File: config.mk
export PLATFORM = sky130hd
export DESIGN_NAME = fetch_stage_flat
export DESIGN_NICKNAME = d
export VERILOG_FILES = /design/src/rtl/fetch_stage_pkg.sv /design/src/rtl/fetch_stage_if.sv /design/src/rtl/fetch_stage_if_id_latch.sv /design/src/rtl/fetch_stage.sv /design/src/flat_wrapper.sv
export SDC_FILE = /design/constraint.sdc
export NUM_CORES = 1
export LEC_CHECK = 0
export CORE_UTILIZATION = 49
export DETAILED_ROUTE_END_ITERATION = 10
export PLACE_DENSITY = 0.86
export SYNTH_ARGS = -nofsm -noshare
export SYNTH_HDL_FRONTEND = slang
export SYNTH_SLANG_ARGS = --single-unit
File: constraint.sdc
create_clock -name clk -period 2.6 [get_ports clk]
set_input_delay 0.26 -clock clk [delete_from_list [all_inputs] [get_ports clk]]
set_output_delay 0.26 -clock clk [all_outputs]
set_load 0.02 [all_outputs]
File: src/rtl/fetch_stage_pkg.sv
// Shared CPU definitions: opcodes, fetch states, IF/ID bundle.
// Imported by the fetch stage and its IF/ID storage.
package fetch_stage_pkg;

  localparam logic [3:0] OPCODE_B   = 4'hC;
  localparam logic [3:0] OPCODE_BR  = 4'hD;
  localparam logic [3:0] OPCODE_HLT = 4'hF;

  typedef enum logic [1:0] {
    FETCH = 2'd0,
    HOLD  = 2'd1,
    HALT  = 2'd2
  } fetch_state_e;

  typedef struct packed {
    logic [15:0] instruction;
    logic [15:0] pc_plus_two;
  } if_id_t;

  function automatic logic is_hlt(
    input logic [3:0] opcode
  );
    return opcode == OPCODE_HLT;
  endfunction

  function automatic logic is_branch(
    input logic [3:0] opcode
  );
    return (opcode == OPCODE_B) ||
           (opcode == OPCODE_BR);
  endfunction

endpackage

File: src/rtl/fetch_stage_if.sv
// Instruction memory read port between fetch and imem.
// Fetch owns the request; memory returns data/valid.
interface fetch_stage_if;

  logic        imem_req;
  logic [15:0] imem_addr;
  logic [15:0] imem_data;
  logic        imem_valid;

  modport master (
    output imem_req,
    output imem_addr,
    input  imem_data,
    input  imem_valid
  );

  modport slave (
    input  imem_req,
    input  imem_addr,
    output imem_data,
    output imem_valid
  );

endinterface

File: src/rtl/fetch_stage_if_id_latch.sv
// IF/ID pipeline register: load, bubble-clear, or hold.
// Clear only kills the valid bit; payload is left as is.
module if_id_latch
  import fetch_stage_pkg::*;
(
  input  logic   clk,
  input  logic   rst_n,
  input  logic   enable,
  input  logic   clear,
  input  if_id_t fetched,
  output if_id_t stage,
  output logic   valid
);

  always_ff @(posedge clk or negedge rst_n) begin
    if (!rst_n) begin
      stage <= '0;
      valid <= 1'b0;
    end else if (clear) begin
      valid <= 1'b0;
    end else if (enable) begin
      stage <= fetched;
      valid <= 1'b1;
    end
  end

endmodule

File: src/rtl/fetch_stage.sv
// Instruction fetch: imem request, one-entry skid, HLT stop.
// Drives pc_enable so pc_register advances once per delivery.
module fetch_stage
  import fetch_stage_pkg::*;
(
  input  logic        clk,
  input  logic        rst_n,
  input  logic [15:0] pc,
  input  logic [15:0] pc_plus_two,
  input  logic        stall,
  input  logic        flush,
  fetch_stage_if.master imem,
  output logic        pc_enable,
  output logic [15:0] if_id_instruction,
  output logic [15:0] if_id_pc_plus_two,
  output logic        if_id_valid,
  output logic        halted
);

  fetch_state_e state;
  fetch_state_e state_nxt;

  if_id_t skid;
  if_id_t fetched;
  if_id_t load_word;
  if_id_t stage;

  logic req;
  logic load;
  logic skid_load;
  logic clear;
  logic hlt;

  assign fetched = '{
    instruction: imem.imem_data,
    pc_plus_two: pc_plus_two
  };

  always_comb begin
    state_nxt = state;
    req       = 1'b0;
    load      = 1'b0;
    skid_load = 1'b0;
    load_word = fetched;
    unique case (state)
      FETCH: begin
        req = !flush;
        if (!flush && imem.imem_valid) begin
          if (stall) begin
            skid_load = 1'b1;
            state_nxt = HOLD;
          end else begin
            load = 1'b1;
          end
        end
      end
      HOLD: begin
        if (!flush && !stall) begin
          load      = 1'b1;
          load_word = skid;
        end
      end
      HALT: begin
      end
      default: begin
      end
    endcase
    hlt = is_hlt(load_word.instruction[15:12]);
    if (load) begin
      state_nxt = hlt ? HALT : FETCH;
    end
    if (flush) begin
      state_nxt = FETCH;
    end
    // Any cycle without a load and without stall is a bubble.
    clear = flush | (!stall & !load);
  end

  always_ff @(posedge clk or negedge rst_n) begin
    if (!rst_n) begin
      state <= FETCH;
    end else begin
      state <= state_nxt;
    end
  end

  always_ff @(posedge clk or negedge rst_n) begin
    if (!rst_n) begin
      skid <= '0;
    end else if (flush) begin
      skid <= '0;
    end else if (skid_load) begin
      skid <= fetched;
    end
  end

  if_id_latch u_if_id (
    .clk     (clk),
    .rst_n   (rst_n),
    .enable  (load),
    .clear   (clear),
    .fetched (load_word),
    .stage   (stage),
    .valid   (if_id_valid)
  );

  assign imem.imem_req  = req & rst_n;
  assign imem.imem_addr = pc;

  assign pc_enable = load & !hlt & rst_n;
  assign halted    = (state == HALT);

  assign if_id_instruction = stage.instruction;
  assign if_id_pc_plus_two = stage.pc_plus_two;

endmodule
File: src/flat_wrapper.sv
// flat-port wrapper written by rule: the top's interface ports become plain ports
module fetch_stage_flat import fetch_stage_pkg::*;
  (clk, rst_n, pc, pc_plus_two, stall, flush, pc_enable, if_id_instruction, if_id_pc_plus_two, if_id_valid, halted, imem_imem_req, imem_imem_addr, imem_imem_data, imem_imem_valid);
  fetch_stage_if imem_i ();
  input  logic clk;
  input  logic rst_n;
  input  logic [15:0] pc;
  input  logic [15:0] pc_plus_two;
  input  logic stall;
  input  logic flush;
  output logic pc_enable;
  output logic [15:0] if_id_instruction;
  output logic [15:0] if_id_pc_plus_two;
  output logic if_id_valid;
  output logic halted;
  output wire logic [$bits(imem_i.imem_req)-1:0] imem_imem_req;
  output wire logic [$bits(imem_i.imem_addr)-1:0] imem_imem_addr;
  input wire logic [$bits(imem_i.imem_data)-1:0] imem_imem_data;
  input wire logic [$bits(imem_i.imem_valid)-1:0] imem_imem_valid;
  assign imem_imem_req = imem_i.imem_req;
  assign imem_imem_addr = imem_i.imem_addr;
  assign imem_i.imem_data = imem_imem_data;
  assign imem_i.imem_valid = imem_imem_valid;
  fetch_stage u_core (.clk(clk), .rst_n(rst_n), .pc(pc), .pc_plus_two(pc_plus_two), .stall(stall), .flush(flush), .imem(imem_i), .pc_enable(pc_enable), .if_id_instruction(if_id_instruction), .if_id_pc_plus_two(if_id_pc_plus_two), .if_id_valid(if_id_valid), .halted(halted));
endmodule
* Word-level counts from Yosys, hierarchy flattened
Cells that the tools add are included.
** Cells by class
- Equality and inequality tests :: 3
- Muxes and demuxes :: 20
- Bitwise logic cells :: 6
- Reductions and logical operators :: 14
** Operator list (number)
- two-way mux 32 bit :: 4
- two-way mux 2 bit :: 6
- two-way mux 1 bit :: 9
- nonzero test 3 bit :: 3
- bitwise AND 1 bit :: 4
- == test 4 bit, second input constant :: 1
- zero test 1 bit :: 4
- nonzero test 2 bit :: 2
- AND reduction 3 bit :: 1
- == test 2 x 1 -> 1 bit, second input constant :: 1
- == test 2 bit, second input constant :: 1
- logical AND 1 bit :: 2
- zero test 2 bit :: 1
- case mux 1 bit (2 select lines) :: 1
- AND reduction 2 bit :: 1
- NOT 1 bit :: 1
- OR 1 bit :: 1
** Word-level totals
- Flip-flop bits (word level) :: 67
- Input bits :: 53
- Output and inout port bits :: 52
- Logic and storage cells :: 49

* Logic depth before layout (Yosys ltp)
Gate-level depths: netlist of run 1.
- Depth in word-level cells :: 9
- Depth in mapped cells :: 6
- Gate-level depth less buffers :: 3

* Hierarchy
A second synthesis of run 1 with hierarchy kept.
** Unflattened totals
- Cell total of the unflattened synthesis :: 216
- Area total of the unflattened synthesis :: 3190.6 µm²
** By module, submodules not included
- fetch_stage :: instances 1, cells an instance 144, area an instance 1799.2 µm², seq. area each 850.8 µm²
- if_id_latch :: instances 1, cells an instance 72, area an instance 1391.3 µm², seq. area each 825.8 µm²

* Worst setup path after synthesis of run 1
No wires, ideal clock.
- Path kind :: register to output
- Start :: register u_core.state[1]
- End :: output port pc_enable
- Arrival :: 1.568 ns
- Data required time :: 2.340 ns
- Setup slack :: 0.772 ns
- Cell stages (with the launch flop) :: 5
- Path buffers :: 1
- Path through :: dfrtp_1 nor4b_4 buf_6 mux2_4 and3_1
** On the way
- Cells in the longest elaborated chain, start to end :: 6
- Elaborated cells on any way between the ends :: 8
- Classes of those cells :: eq/ne (2); mux (2); bitwise (2); reduce/logical (2)
** RTL lines
- start, declared :: line fetch_stage.sv:20 : fetch_state_e state;
- start signal, assigned :: line fetch_stage.sv:83 : state <= state_nxt;
- == test 2 x 1 -> 1 bit :: line fetch_stage.sv:45 : unique case (state)
- two-way mux 32 bit :: line fetch_stage.sv:45
- == test 4 bit :: line fetch_stage_pkg.sv:23 : return opcode == OPCODE_HLT;
- zero test 1 bit :: line fetch_stage.sv:110 : assign pc_enable = load & !hlt & rst_n;
- bitwise AND 1 bit * (2 in a row) :: line fetch_stage.sv:110
- end, declared :: line flat_wrapper.sv:11 : output logic pc_enable;
Mark *: on every way between the ends. The rest lies on a longest branch, timed or not.

* Worst setup path in the final report of run 1
- Start :: input port stall
- End :: output port pc_enable
** On the way
- Cells in the longest elaborated chain, start to end :: 8
- Elaborated cells on any way between the ends :: 12
- Classes of those cells :: eq/ne (1); mux (6); bitwise (2); reduce/logical (3)
** RTL lines
- start, declared :: line flat_wrapper.sv:9 : input logic stall;
- zero test 1 bit :: line fetch_stage.sv:58 : if (!flush && !stall) begin
- logical AND 1 bit :: line fetch_stage.sv:58
- two-way mux 32 bit :: line fetch_stage.sv:58
- two-way mux 32 bit :: line fetch_stage.sv:45
- == test 4 bit :: line fetch_stage_pkg.sv:23
- zero test 1 bit :: line fetch_stage.sv:110
- bitwise AND 1 bit * (2 in a row) :: line fetch_stage.sv:110
Marked as above.

==> results.txt, run 1 <==
The flow ran to the end, and the final reports show no timing, DRC or antenna violations. The post-cts repair resize count is 0. The iteration count of the initial detailed-routing pass is 4.

The peak per-stage delay on the critical path came out at 0.54 ns. The standby leakage power is 1.68 nW. In this design, the largest share of critical-path delay is due to buffers and inverters. TritonCTS built the clock tree. After clock tree synthesis, the clock-pin slew on the worst setup and hold paths is 0.08 ns.

The depth of the CTS H-tree is 3. The average instance area after synthesis came out at 14.1 µm². The cell chosen for the clock root is clkbuf_8. The relative slew slack is 46.6%. The floorplan step set the die width to 80.8 µm.

Yosys mapped the design onto 21 distinct sky130hd cell types. In this run the count of I/O pins placed on the die edge is 105. The floorplan die height is 80.8 µm.

The die covers 6520 µm². The initial core utilization came out at 51.1%. The max capacitance violation total is 0. The count of clock tree sinks is 67. The cell area power density is 738 nW/µm². The net count of the mapped netlist came out at 269. The critical path required time came out at 2.34 ns.

The buffer levels on the longest clock path came out at 2. The final number of hold-violating endpoints is 0. The area overhead of the layout relative to synthesis is 29.1%.

The mapped cell area came out at 3040 µm². The synthesis warning total is 0. The global router's overall resource usage is 20.6%.

The finished layout holds 356 standard cells, fillers aside. The minimum setup slack in the final design came out at 0.153 ns. The total core area came out at 5960 µm². The shortest clock period the worst path allows after layout came out at 2.45 ns. The residual DRC count is 0. The flop and latch count out of synthesis is 67. The final-report setup violation count came out at 0. Once placement completed, the tool counted placed cells totaling 340. The critical path in this run is classified as input port to primary output.

The remaining global-route overflow is 0. The post-CTS setup buffer count came out at 0. The number of core rows is 28. The final number of max-transition violations came out at 0. The total power consumption of the routed design came out at 2.89 mW. The overall via count from detail_route is 1969. The average detailed-routed wire length per instance is 17.6 µm. The portion of the post-synthesis area used by sequential elements came out at 55.1%.

The ratio of cells with drive above 1 in the final layout is 32.7%. Counting the buffers created by CTS gives 9. The worst setup path is captured at a primary output.

The number of global-route vias before repair came out at 2019. The achievable clock frequency is 0.409 GHz. The arrival time reported for the critical path endpoint came out at 2.19 ns. Setup repair after global routing left no endpoint under its margin. The total negative slack for setup checks is 0 ns. In the routed layout, each cell is associated on average with a via count of 5.53. The number of buffers and inverters on the critical path came out at 2. The port buffer count came out at 72. The critical-path maximum fanout is 5. The path class of the tightest hold or removal check is input port to asynchronous set/reset pin. Walking the worst path, the cells encountered are clkdlybuf4s50_1 > nor4b_4 > mux2_4 > and3_1 > clkdlybuf4s50_1. The HPWL reported at the end of detailed placement came out at 4020 µm. The most prevalent standard cell on the critical path is clkdlybuf4s50_1. The post-detailed-routing wire length is 6270 µm. The synthesized instance count came out at 216. The clock insertion delay at the later pin of the skew report came out at 0.33 ns. The number of nets still failing antenna checks after routing came out at 0. The congestion estimate from routability-driven global placement came to 0.819.

The setup slack at placement is 0.165 ns. The element type at the critical path start is an input port. The transition time at the pin with the least slew margin is 0.800 ns. The total number of nets in the final design is 329.

The number of antenna violations at the first check in global routing is 0. The maximum number of pins on one net before global-route repair came out at 36. The largest individual stage delay along the critical path comes from the cell clkdlybuf4s50_1. The first-iteration detailed-routing DRC count is 113. The share of the clock period used by the worst path came out at 94.1%. The highest ir drop seen on vdd is 0.430 mV. The number of antenna diodes in the final layout is 0. The hold buffer count at cts came out at 0. The clock arrives with 0.0129 ns of skew. The first global-routing pass estimated 10000 µm of wire.
==> where the power goes <==
part           switching (mW)  internal [mW]
clock                   0.397          0.566
combinational           0.305          0.376
sequential             0.0720           1.18
total                   0.774           2.12
==> state kept, by name, summed over array words and instances, names as in the netlist <==
name / cells
u_core.skid: 32
u_core.u_if_id.stage: 32
u_core.state: 2
u_core.u_if_id.valid: 1
==> per-layer routing <==
layer / vias to the layer above / global-route usage, % / routed length (µm)
met5: - / 0 / 0
met4: 0 / 8.04 / 57
met3: 5 / 3.82 / 363
met2: 61 / 35.3 / 3140
met1: 1000 / 25.8 / 2710
li1: 903 / - / -
==> final timing paths <==
path                                  from                        to  slack, ns  cells past startpoint
max                                  stall                 pc_enable       0.15                      5
min                                  rst_n   u_core.u_if_id.stage[6]     0.0008                      2
max reg2reg                u_core.state[1]  u_core.u_if_id.stage[12]       0.55                      4
min reg2reg                 u_core.skid[2]            u_core.skid[2]       0.51                      1
max in group asynchronous            rst_n           u_core.skid[14]       2.26                      2
min in group clk            u_core.skid[2]            u_core.skid[2]       0.51                      1
==> final cells by class <==
class,count,area (µm²)
Fill cell,443,2030
Timing Repair Buffer,80,776
Clock inverter,6,88.8
Inverter,1,3.75
Multi-Input combinational cell,117,1150
Clock buffer,10,138
Sequential cell,67,1680
Tap cell,75,93.8
==> cell usage after synthesis <==
master	n	area, µm²
buf_4	16	120
o22ai_1	1	6.26
a22o_1	32	280
and3_1	2	12.5
clkbuf_1	3	11.3
mux2_4	1	15.0
o21a_1	1	7.51
nand4_1	2	12.5
nor4b_1	1	8.76
nor4b_4	1	23.8
nand2_1	1	3.75
nor2b_1	2	12.5
dfrtp_1	67	1680
buf_2	8	40.0
mux2_2	64	721
nor2_1	4	15.0
inv_1	1	3.75
o21ai_0	2	10.0
buf_6	4	45.0
nor3_1	2	10.0
a21oi_1	1	5.00
==> logic make-up after synthesis <==
logic type             share of synthesized area, %
buffers and inverters                          7.24
AOI/OAI and AO/OA                              10.2
muxes                                          24.2
and+or+nand+nor                                3.25
DFF                                            55.1
==> worst register-to-register path, delay by kind of cell, from the launching register on <==
family                 cells  cell delay [ns]
and+or+nand+nor            1             0.32
muxes                      2             0.67
DFF                        1             0.47
buffers and inverters      1             0.47
==> stage by stage <==
stage | util [%] | hold WS, ns | cell area, µm²
after floorplan | - | -0.0356 | 3040
after global placement | 62.1 | 0.366 | 3700
after detailed placement | 62.1 | 0.356 | 3700
after CTS | 65.9 | 0.00407 | 3920
after global routing | 65.9 | 0.0371 | 3920
final | 65.9 | 0.000763 | 3920
==> cell usage in the layout, fill, tap and decap left out, drive strengths merged <==
cell type / count
nor2b: 2
bufinv: 2
clkbuf: 10
nor4b: 2
buf: 9
nand4: 2
nor3: 2
a22o: 32
dfrtp: 67
clkdlybuf4s50: 71
clkinv: 2
nand2: 1
a21oi: 1
o21a: 1
inv: 1
o21ai: 2
and3: 2
mux2: 65
nor2: 4
o22ai: 1
clkinvlp: 2
(Power assumes the default switching activity.)
==> run 2, diff against run 1 <==
Settings changed: MAX_ROUTING_LAYER set to met4.
==> results.txt, run 2 (synthesis gave the netlist of run 1 again) <==
The flow ran to the end, but the final reports show violations. The checks that failed: negative hold slack. The number of vias per cell is 5.51 (-0.41%). The largest registers in the layout are u_core.skid x32, u_core.u_if_id.stage x32, u_core.state x2. The area overhead of the layout relative to synthesis came out at 29.1% (unchanged).

The critical-path maximum fanout came out at 5 (unchanged). The post-cts repair resize count came to 0 (unchanged). The maximum number of pins on one net before global-route repair is 36 (unchanged). The tree is rooted in a clkbuf_8.

Traced cell by cell, the critical path runs through clkdlybuf4s50_1 > nor4b_4 > mux2_4 > and3_1 > clkdlybuf4s50_1. The total negative slack for setup checks was 0 ns (unchanged). The count of clock tree sinks is 67 (unchanged).

The number of inserted diodes was 0 (unchanged). The number of global-route vias before repair came to 2017 (-0.099%). The cell with the largest stage delay on the worst path is clkdlybuf4s50_1.

The depth of the CTS H-tree came out at 3 (unchanged). The share of the clock period used by the worst path is 94.1% (about the same). The first-iteration detailed-routing DRC count is 106 (-6.2%). The worst register-to-register path ends at u_core.u_if_id.stage[7]. The number of core rows is 28 (unchanged). The clock insertion delay at the later pin of the skew report came out at 0.33 ns (about the same). The residual DRC count came to 0 (unchanged).

The standard cell area after detailed placement is 3700 µm² (unchanged). The peak per-stage delay on the critical path is 0.54 ns (about the same). The worst setup path is launched from an input port. The arrival time reported for the critical path endpoint is 2.19 ns (about the same). The chip width is 80.8 µm (unchanged). STA classifies the critical path endpoint as a primary output. The worst hold path belongs to the class input port to asynchronous set/reset pin. The worst reg-to-reg setup slack came to 0.56 ns (about the same). The ratio of cells with drive above 1 in the final layout came out at 32.7% (unchanged).

The kind of cell adding the most delay to the critical path is buffers and inverters. The setup skew after layout came out at 0.0136 ns (+0.000721 ns). Setup repair after global routing left no endpoint under its margin.

The most frequent standard cell in the layout excluding fill and tap cells is clkdlybuf4s50_1. The number of buffers and inverters on the critical path was 2 (unchanged). The cell area power density is 737 nW/µm² (about the same). The cell that appears most often on the critical path is clkdlybuf4s50_1. The achievable clock frequency is 0.409 GHz (about the same). The iteration count of the initial detailed-routing pass came out at 4 (unchanged). The number of top-level pins is 105 (unchanged). The standby leakage power came out at 1.68 nW (unchanged). The critical path required time is 2.34 ns (about the same). The overall via count from detail_route was 1961 (-0.41%).

The total number of nets in the final design is 329 (unchanged). The post-detailed-routing wire length is 6200 µm (-1.1%). The floorplan die height was 80.8 µm (unchanged).

The register clock-pin slew on the reported worst setup and hold paths came out at 0.08 ns (about the same). The global router's overall resource usage came out at 21.2% (+0.67 points). The total core area was 5960 µm² (unchanged).

The number of buffers created by CTS is 9 (unchanged). The port buffer count is 72 (unchanged). The transition time at the pin with the least slew margin is 0.791 ns (-0.00994 ns).

The shortest clock period the worst path allows after layout is 2.45 ns (-0.000383 ns). The final number of hold-violating endpoints is 6 (+6). The post-CTS setup buffer count came out at 0 (unchanged).

The initial core utilization is 51.1% (unchanged). The critical path is of the input port to primary output type. The final number of max-transition violations is 0 (unchanged). The remaining global-route overflow is 0 (unchanged). The buffer levels on the longest clock path came out at 2 (unchanged).

The HPWL reported at the end of detailed placement is 4020 µm (unchanged). The highest ir drop seen on vdd is 0.433 mV (+0.73%). The final-report setup violation count came out at 0 (unchanged). The max capacitance violation total is 0 (unchanged). The die area is 6520 µm² (unchanged). The number of nets still failing antenna checks after routing is 0 (unchanged). The average detailed-routed wire length per instance is 17.4 µm (-1.1%). The hold buffer count at cts is 0 (unchanged). TritonCTS built the clock tree.

The number of antenna violations at the first check in global routing came out at 0 (unchanged). The final core area utilization is 65.9% (unchanged). The final design area excluding fillers is 3920 µm² (unchanged). The number of cells on the worst reg-to-reg path came out at 4 (unchanged). The launching point of the worst reg2reg path is u_core.state[1].

The routability-driven placement congestion ratio is 0.831 (+1.5%). The total power consumption of the routed design came to 2.89 mW (about the same). The top cell types in the final layout, fill and taps aside, are clkdlybuf4s50_1, dfrtp_1, mux2_2, a22o_1, clkbuf_8. The relative slew slack was 47.3% (+0.66 points). The first-pass GRT wire length came out at 10000 µm (unchanged). The worst hold slack after final layout was -0.00196 ns (-0.00272 ns).
==> run 2: final cells by class <==
cell class,instances,area [µm²]
inverter,1,3.75
timing repair buffer,80,776
sequential,67,1680
clock inverter,6,88.8
multi-input combinational,117,1150
tap,75,93.8
fill,443,2030
clock buffer,10,138
==> run 2: per-stage QoR <==
step	setup WS [ns]	cells
5_1_grt	0.117	356
2_1_floorplan	0.772	216
3_3_place_gp	0.218	340
4_1_cts	0.152	356
6_report	0.153	356
3_5_place_dp	0.165	340
==> run 2: worst max-delay path by stage <==
stage                    startpoint        end  cells past startpoint
floorplan           u_core.state[1]  pc_enable                      4
global placement              stall  pc_enable                      5
detailed placement            stall  pc_enable                      5
CTS                           stall  pc_enable                      5
global route                  flush  pc_enable                      6
finish                        stall  pc_enable                      5
==> run 2: routing by layer <==
| layer | vias to the layer above | wire length [µm] | GRT usage (%) |
|---|---|---|---|
| li1 | 901 | - | - |
| met1 | 995 | 2650 | 26.1 |
| met2 | 60 | 3160 | 35.3 |
| met3 | 5 | 328 | 3.71 |
| met4 | 0 | 56 | 8.04 |
| met5 | - | 0 | - |
==> run 2: worst register-to-register path, stage by stage, from the launching register on <==
cell,delay (ns)
dfrtp_1,0.47
nor4b_4,0.32
buf_4,0.47
mux2_2,0.40
mux2_2,0.26
==> run 2: power breakdown <==
group	internal (mW)	total, mW	switching [mW]
clock	0.566	0.961	0.395
sequential	1.18	1.25	0.0719
combinational	0.376	0.680	0.305
total	2.12	2.89	0.772
==> run 3, diff against run 2 <==
Settings changed: CTS_CLUSTER_SIZE set to 30.
==> results of run 3 <==
Same layout as run 2: the final DEF is identical, and so are final timing and power.
